File: config.mk
export PLATFORM = sky130hd
export DESIGN_NAME = bcd_scan_display_flat
export DESIGN_NICKNAME = d
export VERILOG_FILES = /design/src/rtl/bcd_pkg.sv /design/src/rtl/bcd_scan_display_if.sv /design/src/rtl/bcd_seg_decode.sv /design/src/rtl/bcd_scan_display.sv /design/src/flat_wrapper.sv
export SDC_FILE = /design/constraint.sdc
export NUM_CORES = 1
export LEC_CHECK = 0
export ABC_AREA = 1
export BUFFER_PORTS_ARGS = -buffer_cell sky130_fd_sc_hd__buf_4
export CAP_MARGIN = 0
export CORE_MARGIN = 1
export CORE_UTILIZATION = 35
export CTS_CLUSTER_DIAMETER = 30
export DETAILED_ROUTE_END_ITERATION = 8
export GPL_ROUTABILITY_DRIVEN = 0
export PLACE_DENSITY = 0.6
export SLEW_MARGIN = 10
export SYNTH_ARGS = -nofsm -noshare
export SYNTH_HDL_FRONTEND = slang
export SYNTH_SLANG_ARGS = --single-unit
export TNS_END_PERCENT = 30
File: constraint.sdc
create_clock -name clk -period 3.5 [get_ports clk]
set_input_delay 0.525 -clock clk [delete_from_list [all_inputs] [get_ports clk]]
set_output_delay 0.525 -clock clk [all_outputs]
set_load 0.005 [all_outputs]
File: src/rtl/bcd_pkg.sv
// Shared types and seven-segment encoding for the BCD scan display.
// seg bit order is g..a, active-high.
package bcd_pkg;

    typedef enum logic {
        IDLE = 1'b0,
        SCAN = 1'b1
    } state_t;

    localparam logic [6:0] SEG_0     = 7'h3F;
    localparam logic [6:0] SEG_1     = 7'h06;
    localparam logic [6:0] SEG_2     = 7'h5B;
    localparam logic [6:0] SEG_3     = 7'h4F;
    localparam logic [6:0] SEG_4     = 7'h66;
    localparam logic [6:0] SEG_5     = 7'h6D;
    localparam logic [6:0] SEG_6     = 7'h7D;
    localparam logic [6:0] SEG_7     = 7'h07;
    localparam logic [6:0] SEG_8     = 7'h7F;
    localparam logic [6:0] SEG_9     = 7'h6F;
    localparam logic [6:0] SEG_BLANK = 7'h00;

    // Returns {valid, seg}; codes 10..15 are invalid and blank.
    function automatic logic [7:0] seg_lookup(input logic [3:0] nibble);
        case (nibble)
            4'd0:    seg_lookup = {1'b1, SEG_0};
            4'd1:    seg_lookup = {1'b1, SEG_1};
            4'd2:    seg_lookup = {1'b1, SEG_2};
            4'd3:    seg_lookup = {1'b1, SEG_3};
            4'd4:    seg_lookup = {1'b1, SEG_4};
            4'd5:    seg_lookup = {1'b1, SEG_5};
            4'd6:    seg_lookup = {1'b1, SEG_6};
            4'd7:    seg_lookup = {1'b1, SEG_7};
            4'd8:    seg_lookup = {1'b1, SEG_8};
            4'd9:    seg_lookup = {1'b1, SEG_9};
            default: seg_lookup = {1'b0, SEG_BLANK};
        endcase
    endfunction

endpackage

File: src/rtl/bcd_scan_display_if.sv
// Data and display signals between the BCD counter chain and the scan driver.
// master drives the digit word and controls; slave drives the display outputs.
interface bcd_scan_display_if #(
    parameter int DIGITS = 4
);
    logic [4*DIGITS-1:0] digits_in;
    logic                load;
    logic                blank_lz;
    logic [6:0]          seg;
    logic [DIGITS-1:0]   an;
    logic                scan_done;
    logic                err;

    modport master (
        output digits_in, load, blank_lz,
        input  seg, an, scan_done, err
    );

    modport slave (
        input  digits_in, load, blank_lz,
        output seg, an, scan_done, err
    );
endinterface

File: src/rtl/bcd_seg_decode.sv
// Combinational BCD nibble to seven-segment decoder with a validity flag.
module bcd_seg_decode
    import bcd_pkg::*;
(
    input  logic [3:0] digit,
    output logic [6:0] seg,
    output logic       valid
);

    assign {valid, seg} = seg_lookup(digit);

endmodule

File: src/rtl/bcd_scan_display.sv
// Captures a BCD word, holds it for whole frames and time-multiplexes it onto
// a common-segment 7-segment display with leading-zero blanking.
module bcd_scan_display
    import bcd_pkg::*;
#(
    parameter int DIGITS   = 4,
    parameter int PRESCALE = 4
) (
    input  logic               clk,
    input  logic               rst,
    bcd_scan_display_if.slave  bus
);

    localparam int IW = (DIGITS   > 1) ? $clog2(DIGITS)   : 1;
    localparam int PW = (PRESCALE > 1) ? $clog2(PRESCALE) : 1;
    localparam logic [IW-1:0] IDX_LAST = IW'(DIGITS - 1);
    localparam logic [PW-1:0] PRE_LAST = PW'(PRESCALE - 1);

    state_t                  state;
    logic [DIGITS-1:0][3:0]  din;
    logic [DIGITS-1:0][3:0]  pend;
    logic [DIGITS-1:0][3:0]  disp;
    logic                    pend_v;
    logic [IW-1:0]           idx;
    logic [PW-1:0]           pre;

    logic [6:0]              seg_q;
    logic [DIGITS-1:0]       an_q;
    logic                    done_q;
    logic                    err_q;

    logic [3:0]              cur_digit;
    logic [6:0]              dec_seg;
    logic                    dec_valid;
    logic [DIGITS-1:0]       lz_mask;
    logic                    lz_run;
    logic                    load_bad;
    logic                    digit_end;
    logic                    frame_end;

    assign din       = bus.digits_in;
    assign cur_digit = disp[idx];
    assign digit_end = (pre == PRE_LAST);
    assign frame_end = digit_end && (idx == IDX_LAST);

    bcd_seg_decode u_dec (
        .digit (cur_digit),
        .seg   (dec_seg),
        .valid (dec_valid)
    );

    // A digit is blanked when it and every more-significant digit are zero.
    // NOTE: every variable gets a default before the loop so no latch is inferred.
    always_comb begin
        lz_run  = 1'b1;
        lz_mask = '0;
        for (int k = DIGITS - 1; k >= 0; k--) begin
            lz_run     = lz_run && (disp[k] == 4'd0);
            lz_mask[k] = bus.blank_lz && lz_run && (k != 0);
        end
    end

    always_comb begin
        load_bad = 1'b0;
        for (int k = 0; k < DIGITS; k++) begin
            if (din[k] > 4'd9) load_bad = 1'b1;
        end
    end

    // NOTE: state registers use non-blocking assignments so every flop samples
    // pre-edge values; outputs below are registered from the current state.
    always_ff @(posedge clk) begin
        if (rst) begin
            // NOTE: data registers are reset too, so a reset mid-frame drops
            // both the displayed and the pending word.
            state  <= IDLE;
            pend   <= '0;
            disp   <= '0;
            pend_v <= 1'b0;
            idx    <= '0;
            pre    <= '0;
            seg_q  <= SEG_BLANK;
            an_q   <= '0;
            done_q <= 1'b0;
            err_q  <= 1'b0;
        end else begin
            if (bus.load && load_bad) err_q <= 1'b1;

            case (state)
                IDLE: begin
                    seg_q  <= SEG_BLANK;
                    an_q   <= '0;
                    done_q <= 1'b0;
                    if (bus.load) begin
                        disp  <= din;
                        idx   <= '0;
                        pre   <= '0;
                        state <= SCAN;
                    end
                end

                SCAN: begin
                    seg_q  <= (dec_valid && !lz_mask[idx]) ? dec_seg : SEG_BLANK;
                    an_q   <= DIGITS'(1) << idx;
                    done_q <= frame_end;

                    if (digit_end) pre <= '0;
                    else           pre <= pre + 1'b1;

                    if (frame_end) begin
                        // New data only swaps in here, so a frame never mixes words.
                        idx <= '0;
                        if (bus.load) begin
                            disp   <= din;
                            pend_v <= 1'b0;
                        end else if (pend_v) begin
                            disp   <= pend;
                            pend_v <= 1'b0;
                        end
                    end else begin
                        if (digit_end) idx <= idx + 1'b1;
                        if (bus.load) begin
                            pend   <= din;
                            pend_v <= 1'b1;
                        end
                    end
                end
            endcase
        end
    end

    assign bus.seg       = seg_q;
    assign bus.an        = an_q;
    assign bus.scan_done = done_q;
    assign bus.err       = err_q;

endmodule

File: src/flat_wrapper.sv
// flat-port wrapper written by rule: the top's interface ports become plain ports
module bcd_scan_display_flat import bcd_pkg::*;
#(
    parameter int DIGITS   = 4,
    parameter int PRESCALE = 4
)
  (clk, rst, bus_digits_in, bus_load, bus_blank_lz, bus_seg, bus_an, bus_scan_done, bus_err);
  bcd_scan_display_if #(.DIGITS(DIGITS)) bus_i ();
  input  logic clk;
  input  logic rst;
  input wire logic [$bits(bus_i.digits_in)-1:0] bus_digits_in;
  input wire logic [$bits(bus_i.load)-1:0] bus_load;
  input wire logic [$bits(bus_i.blank_lz)-1:0] bus_blank_lz;
  output wire logic [$bits(bus_i.seg)-1:0] bus_seg;
  output wire logic [$bits(bus_i.an)-1:0] bus_an;
  output wire logic [$bits(bus_i.scan_done)-1:0] bus_scan_done;
  output wire logic [$bits(bus_i.err)-1:0] bus_err;
  assign bus_i.digits_in = bus_digits_in;
  assign bus_i.load = bus_load;
  assign bus_i.blank_lz = bus_blank_lz;
  assign bus_seg = bus_i.seg;
  assign bus_an = bus_i.an;
  assign bus_scan_done = bus_i.scan_done;
  assign bus_err = bus_i.err;
  bcd_scan_display #(.DIGITS(DIGITS), .PRESCALE(PRESCALE)) u_core (.clk(clk), .rst(rst), .bus(bus_i));
endmodule
==> summary.txt, run 1 <==
Floorplan
  – Die W: 85.3 um
  – IO Pins: 33
  – DIE HEIGHT: 85.3 um
  – Full die area: 7270 um^2
  – Core area: 6530 um^2
  – Num rows: 29
  – Starting Density: 0.372

STA
  – Endpoints failing setup: 0
  – Clock skew: 0.00397 ns
  – Achievable Freq: 0.428 GHz
  – Final number of max-transition violations: 0
  – Total negative slack: 0 ns
  – Hold Vio Cnt, Final: 0
  – Final Critical Period: 2.34 ns
  – Unrepaired setup endpoints after global routing: false
  – PnR worst setup slack: 1.16 ns
  – Max_slew headroom: 0.360
  – Fin crit share: 0.668
  – Worst Tran Pin Value: 0.957 ns

Global route
  – Vias in the first global route: 1830
  – All-Layer GR Usage: 0.141
  – First-pass GRT wire length: 8.36 mm
  – GRT overflow: 0
  – Pin count of the biggest net entering global routing: 33
  – Initial antenna violation count: 0

Cells and area
  – Final instance area: 2770 um^2
  – Fraction of layout cells with a size suffix above 1: 0.197
  – Post-layout util: 0.425
  – Register area: 1020 um^2
  – Fin cells: 433
  – Area grow syn2layout: 14.3%
  – Area of the multi-input gates: 1130 um^2
  – Fillcell total: 716
  – Antenna Cells: 0
  – Final Net Count: 383

Place
  – DP Wirelength: 3.57 mm
  – Placed instance area: 2670 um^2
  – # placed instances: 425
  – IO Port Bufs: 32
  – Setup slack at placement: 1.17 ns

Synthesis
  – Count leader, synth: nand2_1
  – Sequential area share after synthesis: 0.421
  – Cell variety after synth: 26
  – Post-synthesis async set-or-reset flop share: 0
  – Ys flop type: dfxtp_1
  – FF+latch count, synth: 51
  – Post-synth top area cell: dfxtp_1
  – Syn Nets: 357
  – Top post-synthesis cells by area: dfxtp_1 42%, nand2_1 10%, a21oi_1 7.4%
  – Mapped Area: 2430 um^2
  – Synthesized netlist cell count: 329
  – YS warnings: 0
  – Commonest cells post-synth: 67 x nand2_1, 51 x dfxtp_1, 40 x inv_1
  – Post-synth EDFFs: 0
  – Avg Cell Area, Syn: 7.38 um^2
  – Top-area cell type share of the netlist area: 0.421

Clock network
  – Hold-fix buffers, CTS: 0
  – Clk Latency, worst-skew pair: 0.30 ns
  – Num CTS Buffers: 5
  – Setup Buffers After CTS: 0
  – Clk sinks: 51
  – Clock root buffer: clkbuf_8
  – Max Buffers Root-to-Sink: 2
  – CTS resizes: 0
  – CTS tree: yes
  – H-tree depth: 2
  – Worst-path clk slew: 0.09 ns

Pwr
  – Internal power: 0.000881 W
  – Clock power frac: 0.308
  – Maximum VDD drop: 0.249 mV
  – Comb pwr share: 0.162
  – Sequential group share of total power: 0.530
  – P_sw: 0.000326 W
  – Pwr per Cell Area: 435 nW/um^2
  – Sw frac: 0.270
  – Static leakage: 1.25 nW

Critical path
  – Worst Path Buf+Inv: 1
  – Critical Path Sink Type: flip-flop
  – Largest stage delay, worst path: 0.71 ns
  – Crit-path cells: ha_1, nand2_1, o21ai_0, nand2_1, inv_1, nand2_1, a21oi_2
  – Critical Path RT: 3.74 ns
  – Cell mode on critical path: nand2_1
  – Setup Crit Path Kind: flip-flop to flip-flop
  – Worst Setup Start Kind: flip-flop
  – Maximum fanout along the worst path: 25
  – CP Data Arrival Time: 2.58 ns
  – Crit path max-delay family: flip-flops
  – Critical Path Slowest Stage Cell: dfxtp_1

Hold path
  – Worst Hold Class: flip-flop to flip-flop

Route
  – DR top layer: met4
  – Drt wl/cell: 11.2 um
  – Residual DRC: 0
  – WL met1: 2.54 mm
  – Vias: 2064
  – First-iteration detailed-routing DRC count: 128
  – Routed Antenna Nets: 0
  – Met3 routed WL: 184 um
  – Wirelength, routed: 4.86 mm
  – Mean number of vias per cell: 4.77
  – First-pass DRT Iterations: 4
  – Met2 Routed Length: 2.10 mm

Job
  – MaxCap Viol Count: 0

Run status
  – Outcome: finished, final reports clean
## sequential cells by signal (all words and copies together), names as in the netlist
name                  count
u_core.bus.an             4
u_core.bus.err            1
u_core.bus.scan_done      1
u_core.bus.seg            7
u_core.disp              16
u_core.idx                2
u_core.pend              16
u_core.pend_v             1
u_core.pre                2
u_core.state              1
## path summary, 6_finish.rpt
| kind | start | endpoint | slack (ns) | depth (start not counted) |
|---|---|---|---|---|
| setup / recovery | u_core.idx[0] | u_core.disp[1] | 1.16 | 7 |
| hold / removal | u_core.pend[1] | u_core.pend[1] | 0.46 | 2 |
| setup reg to reg | u_core.idx[0] | u_core.disp[1] | 1.16 | 7 |
| hold reg to reg | u_core.pend[1] | u_core.pend[1] | 0.46 | 2 |
## metrics by stage
step           hold WS, ns  total power [W]
4_1_cts              0.463          0.00122
3_5_place_dp         0.449         0.000849
6_report             0.459          0.00121
3_3_place_gp         0.443         0.000846
2_1_floorplan        0.430         0.000786
5_1_grt              0.492          0.00127
## layer usage
layer | vias to the layer above | global-route usage
met3 | 7 | 0.0272
li1 | 1106 | -
met4 | 0 | 0.0364
met5 | - | 0
met2 | 49 | 0.217
met1 | 902 | 0.203
## power by group through the flow
stage | registers, W | logic [W] | clock network (W)
final | 0.000639 | 0.000195 | 0.000372
after global routing | 0.000644 | 0.000224 | 0.000406
after CTS | 0.000639 | 0.000197 | 0.000382
after detailed placement | 0.000653 | 0.000197 | 0
after global placement | 0.000653 | 0.000194 | 0
after floorplan | 0.000648 | 0.000138 | 0
## worst register-to-register path: cells and delay by family, from the launching register on
family	cells	cell delay, ns
simple gates	3	0.65
compound gates	2	0.29
fa+ha+maj	1	0.24
flops	1	0.71
buf+inv	1	0.39
## cells in the final DEF (no fill, tap or decap), types with 2 or more instances in the layout
cell      count
o21ai_0      26
nand2_1      67
nor2_1       31
buf_4        35
inv_2         2
nand3_1      12
ha_1          8
a21oi_2       7
or2_2         2
inv_1        40
a21oi_1      36
o21ai_1      10
clkbuf_8      7
dfxtp_1      51
o21ai_2      14
## kinds of logic after synthesis
logic type	Yosys count	share of synthesized area
flops	51	0.421
buf+inv	58	0.113
simple gates	117	0.194
fa+ha+maj	8	0.0412
compound gates	95	0.231
## layout make-up
type | instances | share of cell area
Multi-Input combinational cell | 220 | 0.408
Sequential cell | 51 | 0.368
Timing Repair Buffer | 35 | 0.0947
Inverter | 42 | 0.0568
Clock buffer | 7 | 0.0347
Tap cell | 77 | 0.0347
Clock inverter | 1 | 0.00271
(Power assumes the default switching activity.)
==> inputs of run 2 (changes only) <==
--- a/config.mk
+++ b/config.mk
@@ -13,7 +13,7 @@
 export CTS_CLUSTER_DIAMETER = 30
 export DETAILED_ROUTE_END_ITERATION = 8
 export GPL_ROUTABILITY_DRIVEN = 0
-export PLACE_DENSITY = 0.6
+export PLACE_DENSITY = 0.62
 export SLEW_MARGIN = 10
 export SYNTH_ARGS = -nofsm -noshare
 export SYNTH_HDL_FRONTEND = slang
==> constraint.sdc (replaced) <==
create_clock -name clk -period 2.1 [get_ports clk]
set_input_delay 0.315 -clock clk [delete_from_list [all_inputs] [get_ports clk]]
set_output_delay 0.315 -clock clk [all_outputs]
set_load 0.005 [all_outputs]
==> summary.txt, run 2 (same netlist as run 1, synthesis figures left out) <==
STA
  – Final number of max-transition violations: 0
  – Max_slew headroom: 0.751
  – Unrepaired setup endpoints after global routing: false
  – Hold Vio Cnt, Final: 0
  – Worst Tran Pin Value: 0.373 ns
  – Achievable Freq: 0.541 GHz
  – Total negative slack: 0 ns
  – PnR worst setup slack: 0.251 ns
  – Final Critical Period: 1.85 ns
  – Endpoints failing setup: 0
  – Clock skew: 0.00822 ns
  – Fin crit share: 0.880

Place
  – # placed instances: 427
  – Setup slack at placement: 0.235 ns
  – Placed instance area: 2690 um^2
  – IO Port Bufs: 32
  – DP Wirelength: 3.51 mm

Floorplan
  – DIE HEIGHT: 85.3 um
  – Core area: 6530 um^2
  – IO Pins: 33
  – Die W: 85.3 um
  – Num rows: 29
  – Full die area: 7270 um^2
  – Starting Density: 0.372

Cells and area
  – Area grow syn2layout: 14.4%
  – Antenna Cells: 0
  – Fillcell total: 692
  – Fraction of layout cells with a size suffix above 1: 0.201
  – Most frequent cells in the layout: 67 x nand2_1, 50 x dfxtp_1, 40 x inv_1
  – Fin cells: 435
  – Final instance area: 2780 um^2
  – Final Net Count: 385
  – Most common cell after layout, fill and taps aside: nand2_1

Critical path
  – Worst Setup Start Kind: flip-flop
  – R2r worst-path depth: 11
  – Maximum fanout along the worst path: 11
  – Critical Path Sink Type: flip-flop
  – Setup Crit Path Kind: flip-flop to flip-flop
  – CP Data Arrival Time: 2.10 ns
  – Critical Path RT: 2.35 ns

Global route
  – Pin count of the biggest net entering global routing: 34
  – GRT overflow: 0
  – First-pass GRT wire length: 8.18 mm
  – Vias in the first global route: 1744
  – Initial antenna violation count: 0
  – All-Layer GR Usage: 0.141

Pwr
  – Total power draw: 0.00196 W
  – Static leakage: 1.26 nW
  – Maximum VDD drop: 0.411 mV
  – Pwr per Cell Area: 708 nW/um^2

Run status
  – Outcome: finished, final reports clean

Clock network
  – Max Buffers Root-to-Sink: 2
  – Num CTS Buffers: 5
  – Hold-fix buffers, CTS: 0
  – CTS resizes: 0
  – Clk Latency, worst-skew pair: 0.32 ns
  – Setup Buffers After CTS: 0
  – H-tree depth: 2
  – Clk sinks: 51
  – CTS tree: yes
  – Worst-path clk slew: 0.09 ns
  – Clock root buffer: clkbuf_8

Hold path
  – Hold Path Stages: 3
  – Worst Hold Class: input pin to flip-flop

Route
  – First-iteration detailed-routing DRC count: 91
  – First-pass DRT Iterations: 4
  – Mean number of vias per cell: 4.71
  – Vias: 2047
  – Wirelength, routed: 4.77 mm
  – Drt wl/cell: 11.0 um
  – Routed Antenna Nets: 0
  – Residual DRC: 0

Job
  – MaxCap Viol Count: 0
## run 2: worst max-delay path, stage by stage (launching register included)
cell	delay, ns
dfxtp_1	0.54
inv_2	0.13
nor2_1	0.14
nor2_1	0.06
nor2_1	0.26
inv_1	0.15
ha_1	0.20
inv_1	0.05
nand2_1	0.04
nand2_1	0.08
a21oi_1	0.04
nor2_1	0.09
## run 2: power by group
part / leakage, nW / switching [W] / internal [W]
registers: 0.420 / 0.0000297 / 0.00104
clock network: 0.0454 / 0.000336 / 0.000240
logic: 0.791 / 0.000190 / 0.000134
## run 2: layer usage
layer / up-vias / global-route usage / routed length (um)
li1: 1106 / - / -
met1: 892 / 0.193 / 2400
met2: 47 / 0.212 / 2060
met3: 2 / 0.0467 / 280
met4: 0 / 0.0409 / 30
met5: - / 0 / 0
## run 2: final cells by class
cell class / instances / area [um^2] / area share
sequential: 51 / 1020 / 0.368
inverter: 42 / 158 / 0.0568
multi-input combinational: 220 / 1130 / 0.408
timing repair buffer: 37 / 278 / 0.100
clock buffer: 6 / 72.6 / 0.0261
tap: 77 / 96.3 / 0.0347
clock inverter: 2 / 17.5 / 0.00631
## run 2: metrics by stage
step,hold WS (ns),utilization
after floorplan,0.384,-
after global placement,0.441,0.411
after detailed placement,0.445,0.411
after CTS,0.262,0.425
after global routing,0.266,0.425
final,0.264,0.425
## run 2: worst paths after layout
path | slack [ns] | from | end
worst max-delay path | 0.25 | u_core.idx[0] | u_core.bus.seg[6]
worst min-delay path | 0.26 | bus_load | u_core.state
worst max register to register | 0.25 | u_core.idx[0] | u_core.bus.seg[6]
worst min register to register | 0.46 | u_core.pend[1] | u_core.pend[1]
